`src/rtl/op_sched.sv`:
```
// ============================================================================
// op_sched : round-robin scheduler that sequences (row, col) element indices
//            through the outer-product engine. Revision 1.0
// ============================================================================
`default_nettype none

module op_sched #(
    parameter int ROWS  = 15,
    parameter int COLS  = 16,
    parameter int NREQ  = 2,
    parameter int IDX_W = 5,
    parameter int ID_W  = 1
) (
    input  logic             clk,
    input  logic             rst,
    input  logic [NREQ-1:0]  req,
    input  logic             abort,
    output logic [NREQ-1:0]  gnt,
    output logic             busy,
    output logic [ID_W-1:0]  owner,
    output logic [IDX_W-1:0] row_idx,
    output logic [IDX_W-1:0] col_idx,
    output logic             elem_valid,
    input  logic             elem_ready,
    output logic             last,
    output logic             done,
    output logic [ID_W-1:0]  done_id
);

    typedef enum logic [1:0] {
        S_IDLE = 2'd0,
        S_RUN  = 2'd1,
        S_DONE = 2'd2
    } state_t;

    localparam bit c_LAST_AT_START = (ROWS == 1) && (COLS == 1);

    state_t           r_state;
    logic [ID_W-1:0]  r_ptr;
    logic [ID_W-1:0]  w_winner;
    logic             w_found;
    logic [NREQ-1:0]  w_rot;
    logic             w_col_end;
    logic [IDX_W-1:0] w_next_col;
    logic [IDX_W-1:0] w_next_row;
    logic             w_next_last;

    // Walk downward so the candidate closest after the pointer is written last and wins.
    always_comb begin
        w_winner = '0;
        w_rot    = '0;
        w_found  = |req;
        for (int k = NREQ; k >= 1; k--) begin
            w_rot = req >> ((int'(r_ptr) + k) % NREQ);
            if (w_rot[0]) begin
                w_winner = ID_W'((int'(r_ptr) + k) % NREQ);
            end
        end
    end

    always_comb begin
        w_col_end   = (col_idx == IDX_W'(COLS - 1));
        w_next_col  = w_col_end ? '0 : col_idx + 1'b1;
        w_next_row  = w_col_end ? row_idx + 1'b1 : row_idx;
        w_next_last = (w_next_row == IDX_W'(ROWS - 1)) && (w_next_col == IDX_W'(COLS - 1));
    end

    always_ff @(posedge clk or negedge rst) begin
        if (!rst) begin
            r_state    <= S_IDLE;
            r_ptr      <= ID_W'(NREQ - 1);
            gnt        <= '0;
            busy       <= 1'b0;
            owner      <= '0;
            row_idx    <= '0;
            col_idx    <= '0;
            elem_valid <= 1'b0;
            last       <= 1'b0;
            done       <= 1'b0;
            done_id    <= '0;
        end else begin
            gnt  <= '0;
            done <= 1'b0;
            case (r_state)
                S_IDLE: begin
                    if (w_found) begin
                        r_state    <= S_RUN;
                        gnt        <= NREQ'(1) << w_winner;
                        owner      <= w_winner;
                        r_ptr      <= w_winner;
                        busy       <= 1'b1;
                        elem_valid <= 1'b1;
                        row_idx    <= '0;
                        col_idx    <= '0;
                        last       <= c_LAST_AT_START;
                    end
                end
                S_RUN: begin
                    // Abort takes precedence even over the final handshake.
                    if (abort) begin
                        r_state    <= S_IDLE;
                        busy       <= 1'b0;
                        elem_valid <= 1'b0;
                        last       <= 1'b0;
                        row_idx    <= '0;
                        col_idx    <= '0;
                    end else if (elem_ready) begin
                        if (last) begin
                            r_state    <= S_DONE;
                            elem_valid <= 1'b0;
                            last       <= 1'b0;
                            done       <= 1'b1;
                            done_id    <= owner;
                            row_idx    <= '0;
                            col_idx    <= '0;
                        end else begin
                            row_idx <= w_next_row;
                            col_idx <= w_next_col;
                            last    <= w_next_last;
                        end
                    end
                end
                S_DONE: begin
                    r_state <= S_IDLE;
                    busy    <= 1'b0;
                end
                default: begin
                    r_state    <= S_IDLE;
                    busy       <= 1'b0;
                    elem_valid <= 1'b0;
                    last       <= 1'b0;
                end
            endcase
        end
    end

endmodule

`default_nettype wire
```
`config.mk`:
```
export PLATFORM = sky130hd
export DESIGN_NAME = op_sched
export DESIGN_NICKNAME = d
export VERILOG_FILES = /design/src/rtl/op_sched.sv
export SDC_FILE = /design/constraint.sdc
export NUM_CORES = 1
export LEC_CHECK = 0
export CORE_MARGIN = 4
export CORE_UTILIZATION = 50
export CTS_CLUSTER_SIZE = 25
export DETAILED_ROUTE_END_ITERATION = 10
export PLACE_DENSITY = 0.78
export SYNTH_ARGS = -nofsm -noshare
export SYNTH_HDL_FRONTEND = slang
export SYNTH_SLANG_ARGS = --single-unit
```
`constraint.sdc`:
```
create_clock -name clk -period 2 [get_ports clk]
set_clock_uncertainty 0.1 [all_clocks]
set_input_delay 0.3 -clock clk [delete_from_list [all_inputs] [get_ports clk]]
set_output_delay 0.3 -clock clk [all_outputs]
set_load 0.01 [all_outputs]
```
==> results.tsv <==
stage	metric	value	unit
timing	Worst slew margin	0.734	
min_path	worst hold path type	input pin to async pin	
synthesis	Synth Net Count	128	
detailed_routing	DR vias	1005	
critical_path	Critical Path AT	1.94	ns
floorplan	initial core utilization	0.523	
detailed_routing	# DRC	0	
clocking	CTS Sinks	21	
clocking	H-tree depth	1	
cells_and_area	antenna cells	0	
place	dpl cells	172	
global_route	largest net degree at the start of global routing	22	
timing	fin crit share	0.918	
synthesis	leading area contributor after synthesis	dfrtp_1	
synthesis	synth top area cells	dfrtp_1 44%, o21ai_0 6.1%, a21oi_1 3.9%, nor2_1 3.9%, nand2_1 3.3%	
synthesis	Synth Cell Area	1140	µm²
timing	RSZ-0062 raised after global routing	no	
critical_path	worst reg-to-reg path cell count	6	
clocking	CTS tree	done	
outcome	status	finished clean	
cells_and_area	layout cells sized above 1	0.122	
clocking	clk buf depth	2	
synthesis	Synth Instances	120	
synthesis	share of synthesized registers carrying an async set or reset	1.00	
clocking	Post-CTS Hold Fix Bufs	0	
power	Net Sw Frac	0.304	
global_route	first-pass GRT wire length	4500	µm
global_route	grt ovf	0	
synthesis	top cell type's share of synthesized area	0.437	
timing	fin crit period	1.84	ns
synthesis	number of synthesis warnings	0	
floorplan	I/O pin count	24	
critical_path	reg2reg end	last	
power	Pwr Density	679	nW/µm²
floorplan	FP Rows	17	
timing	f_max	544	MHz
critical_path	CP Cell Sequence	ha_1, buf_4, nor2b_1, o21ai_0, a22oi_1, o41ai_2	
critical_path	Crit path required time	2.11	ns
synthesis	average size of a mapped cell	9.54	µm²
synthesis	library cells used by synthesis	37	
cells_and_area	Finished Layout Cells	176	
flow_run	Max Cap Viol	0	
synthesis	Post-synth EDFFs	0	
critical_path	Worst R2R Start	col_idx[0]	
place	Placer Congestion	0.845	
critical_path	Critical Path Max Stage Delay	0.46	ns
clocking	clock root buffer	clkbuf_4	
cells_and_area	# nets final	157	
timing	Final Hold Viols	0	
floorplan	Die Width	55.9	µm
clocking	postcts setup bufs	0	
power	Leak	0.623	nW
detailed_routing	Final ANT Viol Nets	0	
timing	# setup viols final	0	
critical_path	slowest cell on the critical path	dfrtp_1	
cells_and_area	Area Overhead vs Synth	26.7	%
timing	worst hold slack	0.223	ns
power	Clock power frac	0.206	
timing	fin. max-slew vios	0	
detailed_routing	Iteration-0 DRC Markers	22	
global_route	vias in the first global route	1002	
floorplan	die footprint	3120	µm²
synthesis	most frequent cell after synthesis	dfrtp_1	
clocking	post-CTS sizing	0	
critical_path	worst setup path class	flip-flop to flip-flop	
clocking	Clock Latency Late Sink	0.30	ns
power	Pint	685	µW
detailed_routing	DR pass1 iterations	4	
critical_path	Crit. End Element	flip-flop	
synthesis	Seq/Total Area, Yosys	0.460	
place	number of port buffers	23	
critical_path	CP startpoint kind	flip-flop	
critical_path	flop2flop setup slack	0.16	ns
synthesis	synth cell count leaders	20 x dfrtp_1, 14 x o21ai_0, 12 x nor2_1	
power	Flop pwr share	0.540	
timing	Least-Margin Pin Slew	0.397	ns
detailed_routing	Vias/cell	5.71	
global_route	GRT Overall Usage	0.176	
place	Post-DP HPWL	1870	µm
power	Peak VDD IR	0.600	mV
floorplan	core area	2190	µm²
global_route	initial antenna violation count	0	
clocking	Clock transition at path regs	0.12	ns
synthesis	Synth Flop Type	dfrtp_1	
power	sw power	300	µW
synthesis	Synth Register Bits	21	
detailed_routing	DRT Wirelength	2490	µm
floorplan	die height	55.9	µm
power	Comb power frac	0.254	
clocking	TritonCTS Buffers	3	
detailed_routing	detail-routed net length per standard cell	14.1	µm
critical_path	maximum fanout along the worst path	6	
placed cells by master (no fill, tap or decap), types with 3 or more instances in the layout:
| cell | count |
|---|---|
| a21oi_1 | 9 |
| buf_4 | 8 |
| clkbuf_4 | 3 |
| clkdlybuf4s50_1 | 23 |
| dfrtp_1 | 20 |
| inv_1 | 3 |
| nand2_1 | 10 |
| nand3_1 | 5 |
| nor2_1 | 12 |
| nor3_1 | 4 |
| o21ai_0 | 14 |
| o31ai_1 | 5 |
kinds of logic after synthesis:
kind of cell / count (synthesis) / synth area share
and+or+nand+nor: 44 / 0.212
AOI/OAI and AO/OA: 40 / 0.230
DFF: 21 / 0.460
buffers and inverters: 10 / 0.0514
xor gates and xnor gates: 2 / 0.0153
adders and majority gates: 2 / 0.0219
muxes: 1 / 0.00984
power by group through the flow:
stage          clock, mW  sequential, mW  combinational (mW)
3_3_place_gp           0           0.536               0.245
6_report           0.203           0.532               0.250
2_1_floorplan          0           0.537               0.129
4_1_cts            0.210           0.532               0.254
5_1_grt            0.233           0.540               0.280
3_5_place_dp           0           0.538               0.253
metrics by stage:
step	setup TNS (ns)	setup WS (ns)	total power, mW	cell area, µm²	util
after floorplan	0	0.256	0.666	1140	-
after global placement	-0.00284	-0.00284	0.781	1420	0.649
after detailed placement	-0.193	-0.0598	0.791	1420	0.649
after CTS	0	0.177	0.995	1450	0.662
after global routing	0	0.0955	1.05	1450	0.662
final	0	0.163	0.985	1450	0.662
area by class of cell:
cell class,instances,area (µm²)
Fill cell,175,741
Multi-Input combinational cell,89,559
Sequential cell,21,527
Timing Repair Buffer,31,290
Tap cell,28,35.0
Clock buffer,3,22.5
Inverter,3,11.3
Clock inverter,1,5.00
sequential cells by signal, indices dropped and copies added (netlist names):
| name | count |
|---|---|
| col_idx | 5 |
| row_idx | 5 |
| gnt | 2 |
| r_state | 2 |
| busy | 1 |
| done | 1 |
| done_id | 1 |
| elem_valid | 1 |
| last | 1 |
| owner | 1 |
| r_ptr | 1 |
worst max path at each step:
stage | to | slack, ns | depth (start not counted) | from
after floorplan | last | 0.26 | 6 | col_idx[0]
after global placement | col_idx[3] | -0.003 | 3 | abort
after detailed placement | col_idx[3] | -0.06 | 3 | abort
after CTS | last | 0.18 | 6 | col_idx[0]
after global routing | last | 0.1 | 6 | col_idx[0]
final | last | 0.16 | 6 | col_idx[0]
layer usage:
metal | part of all wire | vias to the layer above | wire, µm | track usage
met3 | 0.056 | 4 | 140 | 0.0394
met5 | 0 | - | 0 | 0
met1 | 0.46 | 474 | 1150 | 0.236
met4 | 0.0068 | 0 | 17 | 0.0441
met2 | 0.47 | 29 | 1180 | 0.289
li1 | - | 498 | - | -
worst max-delay path: cells and delay by family, from the launching register on:
family / cells / cell delay (ns)
fa+ha+maj: 1 / 0.23
compound gates: 3 / 0.67
flops: 1 / 0.46
buf+inv: 1 / 0.16
simple gates: 1 / 0.12
(Power assumes the default switching activity.)
